===== src/rtl/mips_multicycle_control_if.sv =====
// Datapath control bundle between the multicycle control FSM
// (master) and the MIPS datapath (slave).
interface mips_multicycle_control_if;
  logic [5:0] opcode;
  logic       mem_ready;
  logic       pc_write;
  logic       pc_write_cond;
  logic       i_or_d;
  logic       mem_read;
  logic       mem_write;
  logic       ir_write;
  logic       mem_to_reg;
  logic       reg_dst;
  logic       reg_write;
  logic       ula_src_a;
  logic [1:0] ula_src_b;
  logic [1:0] pc_source;
  logic [1:0] ula_operation;

  modport master (
    input  opcode, mem_ready,
    output pc_write, pc_write_cond, i_or_d,
    output mem_read, mem_write, ir_write,
    output mem_to_reg, reg_dst, reg_write,
    output ula_src_a, ula_src_b, pc_source,
    output ula_operation
  );

  modport slave (
    output opcode, mem_ready,
    input  pc_write, pc_write_cond, i_or_d,
    input  mem_read, mem_write, ir_write,
    input  mem_to_reg, reg_dst, reg_write,
    input  ula_src_a, ula_src_b, pc_source,
    input  ula_operation
  );
endinterface


===== src/rtl/mips_multicycle_control.sv =====
// Main control FSM of the multicycle MIPS datapath with a
// memory-ready stall handshake and a retired-instruction counter.
module mips_multicycle_control #(
  parameter int CNT_W = 16
) (
  input  logic             clock,
  input  logic             reset_n,
  mips_multicycle_control_if.master bus,
  output logic             illegal_op,
  output logic [3:0]       state,
  output logic [CNT_W-1:0] retired
);

  typedef enum logic [3:0] {
    S_IDLE      = 4'd0,
    S_FETCH     = 4'd1,
    S_DECODE    = 4'd2,
    S_MEM_ADDR  = 4'd3,
    S_MEM_READ  = 4'd4,
    S_MEM_WB    = 4'd5,
    S_MEM_WRITE = 4'd6,
    S_EXECUTE   = 4'd7,
    S_R_WB      = 4'd8,
    S_BRANCH    = 4'd9,
    S_JUMP      = 4'd10,
    S_ADDI_EXEC = 4'd11,
    S_ADDI_WB   = 4'd12
  } state_t;

  state_t state_q;
  state_t state_d;
  logic   retire;

  logic is_r, is_lw, is_sw;
  logic is_beq, is_j, is_addi;

  assign is_r    = bus.opcode == 6'b000000;
  assign is_lw   = bus.opcode == 6'b100011;
  assign is_sw   = bus.opcode == 6'b101011;
  assign is_beq  = bus.opcode == 6'b000100;
  assign is_j    = bus.opcode == 6'b000010;
  assign is_addi = bus.opcode == 6'b001000;

  assign state = state_q;

  always_ff @(posedge clock or negedge reset_n) begin
    if (!reset_n) state_q <= S_IDLE;
    else          state_q <= state_d;
  end

  always_ff @(posedge clock or negedge reset_n) begin
    if (!reset_n)    retired <= '0;
    else if (retire) retired <= retired + CNT_W'(1);
  end

  always_comb begin
    state_d           = state_q;
    retire            = 1'b0;
    illegal_op        = 1'b0;
    bus.pc_write      = 1'b0;
    bus.pc_write_cond = 1'b0;
    bus.i_or_d        = 1'b0;
    bus.mem_read      = 1'b0;
    bus.mem_write     = 1'b0;
    bus.ir_write      = 1'b0;
    bus.mem_to_reg    = 1'b0;
    bus.reg_dst       = 1'b0;
    bus.reg_write     = 1'b0;
    bus.ula_src_a     = 1'b0;
    bus.ula_src_b     = 2'b00;
    bus.pc_source     = 2'b00;
    bus.ula_operation = 2'b00;
    unique case (state_q)
      S_IDLE: state_d = S_FETCH;
      S_FETCH: begin
        bus.mem_read  = 1'b1;
        bus.ula_src_b = 2'b01;
        bus.ir_write  = bus.mem_ready;
        bus.pc_write  = bus.mem_ready;
        if (bus.mem_ready) state_d = S_DECODE;
      end
      S_DECODE: begin
        bus.ula_src_b = 2'b11;
        unique case (1'b1)
          is_lw, is_sw: state_d = S_MEM_ADDR;
          is_r:         state_d = S_EXECUTE;
          is_beq:       state_d = S_BRANCH;
          is_j:         state_d = S_JUMP;
          is_addi:      state_d = S_ADDI_EXEC;
          default: begin
            illegal_op = 1'b1;
            state_d    = S_FETCH;
          end
        endcase
      end
      S_MEM_ADDR: begin
        bus.ula_src_a = 1'b1;
        bus.ula_src_b = 2'b10;
        state_d = is_sw ? S_MEM_WRITE : S_MEM_READ;
      end
      S_MEM_READ: begin
        bus.mem_read = 1'b1;
        bus.i_or_d   = 1'b1;
        if (bus.mem_ready) state_d = S_MEM_WB;
      end
      S_MEM_WB: begin
        bus.reg_write  = 1'b1;
        bus.mem_to_reg = 1'b1;
        retire         = 1'b1;
        state_d        = S_FETCH;
      end
      S_MEM_WRITE: begin
        bus.mem_write = 1'b1;
        bus.i_or_d    = 1'b1;
        if (bus.mem_ready) begin
          retire  = 1'b1;
          state_d = S_FETCH;
        end
      end
      S_EXECUTE: begin
        bus.ula_src_a     = 1'b1;
        bus.ula_operation = 2'b10;
        state_d           = S_R_WB;
      end
      S_R_WB: begin
        bus.reg_write = 1'b1;
        bus.reg_dst   = 1'b1;
        retire        = 1'b1;
        state_d       = S_FETCH;
      end
      S_BRANCH: begin
        bus.ula_src_a     = 1'b1;
        bus.ula_operation = 2'b01;
        bus.pc_write_cond = 1'b1;
        bus.pc_source     = 2'b01;
        retire            = 1'b1;
        state_d           = S_FETCH;
      end
      S_JUMP: begin
        bus.pc_write  = 1'b1;
        bus.pc_source = 2'b10;
        retire        = 1'b1;
        state_d       = S_FETCH;
      end
      S_ADDI_EXEC: begin
        bus.ula_src_a = 1'b1;
        bus.ula_src_b = 2'b10;
        state_d       = S_ADDI_WB;
      end
      S_ADDI_WB: begin
        bus.reg_write = 1'b1;
        retire        = 1'b1;
        state_d       = S_FETCH;
      end
      default: state_d = S_IDLE;
    endcase
  end

endmodule

===== src/flat_wrapper.sv =====
// flat-port wrapper written by rule: the top's interface ports become plain ports
module mips_multicycle_control_flat 
#(
  parameter int CNT_W = 16
)
  (clock, reset_n, illegal_op, state, retired, bus_opcode, bus_mem_ready, bus_pc_write, bus_pc_write_cond, bus_i_or_d, bus_mem_read, bus_mem_write, bus_ir_write, bus_mem_to_reg, bus_reg_dst, bus_reg_write, bus_ula_src_a, bus_ula_src_b, bus_pc_source, bus_ula_operation);
  mips_multicycle_control_if bus_i ();
  input  logic clock;
  input  logic reset_n;
  output logic illegal_op;
  output logic [3:0] state;
  output logic [CNT_W-1:0] retired;
  input wire logic [$bits(bus_i.opcode)-1:0] bus_opcode;
  input wire logic [$bits(bus_i.mem_ready)-1:0] bus_mem_ready;
  output wire logic [$bits(bus_i.pc_write)-1:0] bus_pc_write;
  output wire logic [$bits(bus_i.pc_write_cond)-1:0] bus_pc_write_cond;
  output wire logic [$bits(bus_i.i_or_d)-1:0] bus_i_or_d;
  output wire logic [$bits(bus_i.mem_read)-1:0] bus_mem_read;
  output wire logic [$bits(bus_i.mem_write)-1:0] bus_mem_write;
  output wire logic [$bits(bus_i.ir_write)-1:0] bus_ir_write;
  output wire logic [$bits(bus_i.mem_to_reg)-1:0] bus_mem_to_reg;
  output wire logic [$bits(bus_i.reg_dst)-1:0] bus_reg_dst;
  output wire logic [$bits(bus_i.reg_write)-1:0] bus_reg_write;
  output wire logic [$bits(bus_i.ula_src_a)-1:0] bus_ula_src_a;
  output wire logic [$bits(bus_i.ula_src_b)-1:0] bus_ula_src_b;
  output wire logic [$bits(bus_i.pc_source)-1:0] bus_pc_source;
  output wire logic [$bits(bus_i.ula_operation)-1:0] bus_ula_operation;
  assign bus_i.opcode = bus_opcode;
  assign bus_i.mem_ready = bus_mem_ready;
  assign bus_pc_write = bus_i.pc_write;
  assign bus_pc_write_cond = bus_i.pc_write_cond;
  assign bus_i_or_d = bus_i.i_or_d;
  assign bus_mem_read = bus_i.mem_read;
  assign bus_mem_write = bus_i.mem_write;
  assign bus_ir_write = bus_i.ir_write;
  assign bus_mem_to_reg = bus_i.mem_to_reg;
  assign bus_reg_dst = bus_i.reg_dst;
  assign bus_reg_write = bus_i.reg_write;
  assign bus_ula_src_a = bus_i.ula_src_a;
  assign bus_ula_src_b = bus_i.ula_src_b;
  assign bus_pc_source = bus_i.pc_source;
  assign bus_ula_operation = bus_i.ula_operation;
  mips_multicycle_control #(.CNT_W(CNT_W)) u_core (.clock(clock), .reset_n(reset_n), .bus(bus_i), .illegal_op(illegal_op), .state(state), .retired(retired));
endmodule

===== config.mk =====
export PLATFORM = sky130hd
export DESIGN_NAME = mips_multicycle_control_flat
export DESIGN_NICKNAME = d
export VERILOG_FILES = /design/src/rtl/mips_multicycle_control_if.sv /design/src/rtl/mips_multicycle_control.sv /design/src/flat_wrapper.sv
export SDC_FILE = /design/constraint.sdc
export NUM_CORES = 1
export LEC_CHECK = 0
export ABC_AREA = 1
export CORE_MARGIN = 3
export CORE_UTILIZATION = 47
export DETAILED_ROUTE_END_ITERATION = 6
export HOLD_SLACK_MARGIN = 0.15
export PLACE_DENSITY = 0.85
export SETUP_SLACK_MARGIN = 0.15
export SLEW_MARGIN = 10
export SYNTH_ARGS = -nofsm -noshare
export SYNTH_HDL_FRONTEND = slang
export SYNTH_SLANG_ARGS = --single-unit

===== constraint.sdc =====
create_clock -name clock -period 2 [get_ports clock]
set_clock_uncertainty 0.1 [all_clocks]
set_input_delay 0.4 -clock clock [delete_from_list [all_inputs] [get_ports clock]]
set_output_delay 0.4 -clock clock [all_outputs]
set_load 0.02 [all_outputs]

==> results of run 1 <==
[registers in the layout, indices dropped and copies added, names as in the netlist]
signal / cells
u_core.retired: 16
u_core.state: 4
[area by class of cell]
type	instances	share of cell area, %
multi-input cells	165	40.8
repair buffers	78	29.9
flip-flops and latches	20	19.9
inverters	34	5.85
well taps	44	2.18
clock buffers	4	1.44
[synthesized netlist by cell type]
cell type	count	area, um2
nand4_1	7	43.8
a22o_1	1	8.76
nor2_1	26	97.6
o21ai_2	11	96.3
nor2_4	3	33.8
nor2_2	1	6.26
nor3_1	9	45.0
nand2_1	60	225
buf_12	2	40.0
inv_1	30	113
inv_2	4	15.0
buf_4	1	7.51
o21ai_1	2	10.0
xor2_1	6	52.6
dfrtp_1	20	500
nand2_2	10	62.6
o21ai_0	8	40.0
nand3b_1	1	7.51
xnor2_1	2	17.5
nand2_8	1	20.0
nand3_1	13	65.1
ha_1	1	12.5
[through the flow]
step | total power (W) | cell area, um2 | cells | util [%]
after floorplan | 0.00131 | 1530 | 219 | -
after global placement | 0.00184 | 2170 | 329 | 70.5
after detailed placement | 0.00187 | 2170 | 329 | 70.5
after CTS | 0.00217 | 2270 | 337 | 73.9
after global routing | 0.00267 | 2520 | 345 | 82.0
final | 0.00254 | 2520 | 345 | 82.0
[kinds of logic after synthesis]
| kind of cell | count (synthesis) | share of synthesized area (%) |
|---|---|---|
| AOI/OAI and AO/OA | 22 | 10.2 |
| xor gates and xnor gates | 8 | 4.61 |
| and+or+nand+nor | 131 | 39.9 |
| buffers and inverters | 37 | 11.5 |
| adders and majority gates | 1 | 0.823 |
| DFF | 20 | 32.9 |
[worst register-to-register path, cell delays in order, from the launching register on]
cell and delay [ns]:
dfrtp_1 0.44, buf_6 0.17, inv_6 0.06, nor2_4 0.04
nand2_1 0.11, o21ai_2 0.08, buf_4 0.14, buf_4 0.13
nor2_4 0.19, buf_12 0.17, nand2_4 0.09, nand2_2 0.09
o21ai_2 0.05
[power groups by stage]
stage          logic, W  registers (W)  clock network (W)
6_report        0.00172       0.000577           0.000242
4_1_cts         0.00137       0.000558           0.000240
5_1_grt         0.00183       0.000583           0.000257
2_1_floorplan  0.000667       0.000641                  0
3_5_place_dp    0.00131       0.000557                  0
3_3_place_gp    0.00129       0.000550                  0
[repair_timing]
action | CTS | global route
gates resized for setup | 136 | 46
buffers inserted | 4 | 5
setup endpoints to repair | 31 | 40
cloned | 0 | 3
pin swaps | 6 | 8
[layer usage]
metal  wire [um]  vias to the layer above  track usage, %
met3         404                       28            3.60
met5           0                        -               0
met1        2110                      875            27.5
li1            -                      860               -
met4         226                        0            5.79
met2        3030                      112            43.9
[how the worst max path moves through the flow]
stage	startpoint	cells past startpoint	end	slack, ns
after floorplan	u_core.state[0]$_DFFE_PN0P_	5	illegal_op	0.13
after global placement	bus_opcode[2]	6	illegal_op	-0.45
after detailed placement	bus_opcode[2]	6	illegal_op	-0.49
after CTS	u_core.state[2]$_DFFE_PN0P_	6	bus_ula_src_b[0]	0.05
after global routing	u_core.state[0]$_DFFE_PN0P_	7	bus_ula_src_a	-0.09
final	u_core.state[0]$_DFFE_PN0P_	7	bus_ula_src_a	-0.02
==> impl_metrics.py, run 1 <==
metrics = {
    "die": {
        "coreArea_um2": 3080,
        "die_w_um": 62.9,
        "core.rowCount": 20,
        "io_pins": 46,
        "start_util_pct": 49.4,
        "die_area_um2": 3950,
        "die_h_um": 62.9,
    },
    "finish": {
        "insertedDiodeCount": 0,
        "layout-drive-gt1-share_pct": 38.2,
        "layout_common_cells": "nand2_1 (52), buf_4 (27), inv_1 (23)",
        "regArea_um2": 502,
        "fill_cells": 187,
        "layout.nets": 312,
        "multi_input_area_um2": 1030,
        "syn_to_final_growth_pct": 65.9,
        "mostFrequentLayoutCell": "nand2_1",
    },
    "power_and_ir_drop": {
        "ir_drop_v": 0.000613,
        "power.density_nw_per_um2": 1010,
        "power_frac_comb_pct": 67.8,
        "leakage_nw": 1.39,
        "pwr-share-seq_pct": 22.7,
        "clock_power_share_pct": 9.5,
        "p_sw_share_pct": 48.7,
        "p_int_w": 0.00130,
        "netSwitchingPower_w": 0.00124,
    },
    "routing": {
        "wl_um": 5780,
        "first_iter_violations": 181,
        "routed-via-count": 1875,
        "drc": 0,
        "wire_per_inst_um": 16.7,
        "drtAntennaViolNets": 0,
        "dr.pass1.iters": 7,
        "vias_per_cell": 5.43,
    },
    "yosys": {
        "yosysWarningCount": 0,
        "ys_seq_area_share_pct": 32.9,
        "syn_area_um2": 1520,
        "syn_inst": 219,
        "syn_avg_cell_area_um2": 6.94,
        "yosysUniqueCellTypes": 22,
        "syn_nets": 229,
        "ys_ff_latch": 20,
    },
    "place": {
        "io_buffers": 45,
        "gp_congestion": 0.899,
        "dp_hpwl_um": 3210,
        "dpl_worst_slack_ns": -0.491,
    },
    "clock_tree": {
        "cts.path.max_buffers": 2,
        "htreeDepth": 1,
        "cts_buffers": 3,
        "hold_buffers": 0,
        "cts-root-buf": "clkbuf_4",
        "clock-sinks": 20,
        "clkTransAtPathRegs_ns": 0.12,
        "clk_latency_ns": 0.31,
        "cts_tree": "done",
    },
    "run_status": {
        "run_status": "finished with violations",
        "violations": "setup timing",
    },
    "min_path": {
        "hp-class": "in2async",
    },
    "timing": {
        "slew_headroom_pct": 64.8,
        "tightest_slew_ns": 0.524,
        "final_hold_viol_count": 0,
        "fin_hold_ws_ns": 0.316,
        "final_max_slew_viol_count": 0,
        "max_freq_mhz": 495,
        "period_share_pct": 101,
        "rsz0062_at_grt": "true",
        "finalSetupViolations": 1,
        "tns_ns": -0.0213,
        "postLayoutSetupSlackWorst_ns": -0.0213,
        "layout_min_cycle_time_ns": 2.02,
    },
    "worst_setup_path": {
        "cp.arrival_ns": 1.52,
        "slowest_stage": "dfrtp_1",
        "cpMostUsedCell": "buf_6",
        "endpoint_kind": "output pin",
        "required_ns": 1.50,
        "r2r_setup_slack_ns": 0.04,
        "cpLargestDelayFamily": "buffers and inverters",
        "crit_path_cell_trace": "inv_2 > buf_6 > nor2_4 > buf_6 > nand2_8 > nand2_2 > buf_6",
        "r2r-end": "u_core.retired[13]$_DFFE_PN0P_",
        "path_buf_inv": 4,
        "rr_worst_depth": 12,
        "rr_startpoint": "u_core.state[2]$_DFFE_PN0P_",
        "cp_max_fo": 4,
        "start_kind": "register",
        "critPathKind": "reg2out",
        "cpPeakStageDelay_ns": 0.42,
    },
    "global_routing": {
        "grt_max_degree": 27,
        "antenna_found_initial": 0,
        "track_usage_pct": 23.4,
        "grt_pass1_wl_um": 7600,
        "grt_overflow": 0,
        "grt_pass1_vias": 1756,
    },
    "job": {
        "maxCapViolCount": 0,
    },
}
Note: power is estimated with default switching activity, not from simulation.
==> run 2: changes to the inputs <==
--- a/config.mk
+++ b/config.mk
@@ -12,7 +12,7 @@
 export HOLD_SLACK_MARGIN = 0.15
 export PLACE_DENSITY = 0.85
 export SETUP_SLACK_MARGIN = 0.15
-export SLEW_MARGIN = 10
+export SLEW_MARGIN = 40
 export SYNTH_ARGS = -nofsm -noshare
 export SYNTH_HDL_FRONTEND = slang
 export SYNTH_SLANG_ARGS = --single-unit
==> results of run 2 <==
The final DEF is identical to that of run 1; final timing and power are the same.
==> run 3: changes to the inputs <==
--- a/config.mk
+++ b/config.mk
@@ -6,11 +6,12 @@
 export NUM_CORES = 1
 export LEC_CHECK = 0
 export ABC_AREA = 1
+export CORE_ASPECT_RATIO = 0.6
 export CORE_MARGIN = 3
-export CORE_UTILIZATION = 47
+export CORE_UTILIZATION = 45
 export DETAILED_ROUTE_END_ITERATION = 6
 export HOLD_SLACK_MARGIN = 0.15
-export PLACE_DENSITY = 0.85
+export PLACE_DENSITY = 0.82
 export SETUP_SLACK_MARGIN = 0.15
 export SLEW_MARGIN = 40
 export SYNTH_ARGS = -nofsm -noshare
==> impl_metrics.py, run 3 (same netlist as run 1, synthesis figures left out) <==
metrics = {
    "routing": {
        "first_iter_violations": 189,
        "vias_per_cell": 5.27,
        "drtAntennaViolNets": 0,
        "dr.pass1.iters": 5,
        "drc": 0,
        "wire_per_inst_um": 14.7,
        "routed-via-count": 1830,
        "wl_um": 5110,
    },
    "finish": {
        "mostFrequentLayoutCell": "nand2_1",
        "largest_reg_flops": 16,
        "syn_to_final_growth_pct": 64.6,
        "fill_cells": 207,
        "layout.nets": 317,
        "insertedDiodeCount": 0,
        "layout-drive-gt1-share_pct": 39.7,
        "regArea_um2": 504,
        "layout_common_cells": "nand2_1 (54), buf_4 (37), inv_1 (22)",
        "fin_util_pct": 82.3,
        "top_register": "u_core.retired",
        "design_area_um2": 2500,
        "multi_input_area_um2": 987,
    },
    "die": {
        "die_h_um": 51.0,
        "io_pins": 46,
        "die_w_um": 81.0,
        "die_area_um2": 4130,
        "start_util_pct": 50.0,
        "coreArea_um2": 3040,
        "core.rowCount": 15,
    },
    "worst_setup_path": {
        "cpPeakStageDelay_ns": 0.39,
        "endpoint_kind": "output pin",
        "cp_max_fo": 3,
        "slowest_stage": "dfrtp_1",
        "cp.arrival_ns": 1.39,
        "path_buf_inv": 4,
        "critPathKind": "reg2out",
        "required_ns": 1.50,
        "start_kind": "register",
        "cpLargestDelayFamily": "buffers and inverters",
        "crit_path_cell_trace": "inv_2 > nand2_4 > nor3_4 > inv_2 > buf_6 > nand2_2 > buf_6",
    },
    "global_routing": {
        "grt_max_degree": 27,
        "grt_pass1_vias": 1578,
        "grt_pass1_wl_um": 7220,
        "antenna_found_initial": 0,
        "grt_overflow": 0,
        "track_usage_pct": 23.0,
    },
    "power_and_ir_drop": {
        "ir_drop_v": 0.000631,
        "leakage_nw": 1.34,
        "p_sw_share_pct": 47.0,
        "netSwitchingPower_w": 0.00116,
        "power_frac_comb_pct": 66.0,
        "power.density_nw_per_um2": 989,
        "pwr-share-seq_pct": 23.3,
        "p_int_w": 0.00131,
        "clock_power_share_pct": 10.7,
    },
    "timing": {
        "slew_headroom_pct": 59.2,
        "final_max_slew_viol_count": 0,
        "final_hold_viol_count": 0,
        "layout_min_cycle_time_ns": 1.89,
        "tightest_slew_ns": 0.608,
        "rsz0062_at_grt": "true",
        "max_freq_mhz": 529,
        "period_share_pct": 94.5,
        "finalSetupViolations": 0,
    },
    "place": {
        "io_buffers": 45,
        "gp_congestion": 0.910,
        "dpl_cell_area_um2": 2220,
        "dp_hpwl_um": 3440,
    },
    "clock_tree": {
        "htreeDepth": 1,
        "hold_buffers": 0,
        "cts.path.max_buffers": 2,
        "cts_buffers": 3,
        "cts-root-buf": "clkbuf_8",
        "clkTransAtPathRegs_ns": 0.07,
        "clock-sinks": 20,
        "cts_tree": "done",
        "clk_latency_ns": 0.26,
    },
    "min_path": {
        "hp-class": "in2async",
    },
    "job": {
        "maxCapViolCount": 0,
    },
    "run_status": {
        "run_status": "finished, final reports clean",
    },
}
run 3: power groups by stage:
stage / clock network [W] / logic, W / registers [W]
after global placement: 0 / 0.00133 / 0.000560
after global routing: 0.000283 / 0.00173 / 0.000587
after floorplan: 0 / 0.000667 / 0.000641
after detailed placement: 0 / 0.00135 / 0.000562
after CTS: 0.000269 / 0.00135 / 0.000565
final: 0.000265 / 0.00163 / 0.000576
run 3: area by class of cell:
type / count / area share (%)
multi-input cells: 164 / 39.5
clock buffers: 3 / 1.65
repair buffers: 84 / 31.0
flip-flops and latches: 20 / 20.2
well taps: 42 / 2.10
inverters: 34 / 5.60
run 3: metrics by stage:
stage / std cells / hold slack (ns) / setup WS, ns / setup TNS, ns / total power (W)
6_report: 347 / 0.387 / 0.110 / 0 / 0.00247
5_1_grt: 347 / 0.404 / 0.0508 / 0 / 0.00260
4_1_cts: 342 / 0.392 / 0.131 / 0 / 0.00218
3_5_place_dp: 334 / 0.417 / -0.498 / -1.65 / 0.00191
3_3_place_gp: 334 / 0.415 / -0.465 / -1.40 / 0.00189
2_1_floorplan: 219 / 0.00441 / 0.131 / 0 / 0.00131
run 3: worst paths after layout:
| kind | start | endpoint | slack, ns | depth (start not counted) |
|---|---|---|---|---|
| setup / recovery | u_core.state[0]$_DFFE_PN0P_ | bus_ula_src_b[1] | 0.11 | 7 |
| hold / removal | reset_n | u_core.retired[11]$_DFFE_PN0P_ | 0.39 | 2 |
| setup reg to reg | u_core.retired[0]$_DFFE_PN0P_ | u_core.retired[15]$_DFFE_PN0P_ | 0.15 | 7 |
| hold reg to reg | u_core.retired[14]$_DFFE_PN0P_ | u_core.retired[14]$_DFFE_PN0P_ | 0.45 | 2 |
| max in group asynchronous | reset_n | u_core.state[3]$_DFFE_PN0P_ | 1.18 | 2 |
| min in group clock | u_core.retired[14]$_DFFE_PN0P_ | u_core.retired[14]$_DFFE_PN0P_ | 0.45 | 2 |
run 3: what timing repair did:
action                                  in CTS  in global routing
resized for setup                          107                 56
endpoints found under the setup margin      21                 29
setup buffers                                5                  3
cloned                                       0                  2
pin swaps                                    2                  8
run 3: per-layer routing:
layer	up-vias	global-route usage (%)	wire, um
li1	869	-	-
met1	851	34.3	2370
met2	92	32.6	2220
met3	18	7.39	413
met4	0	3.93	104
met5	-	0	0
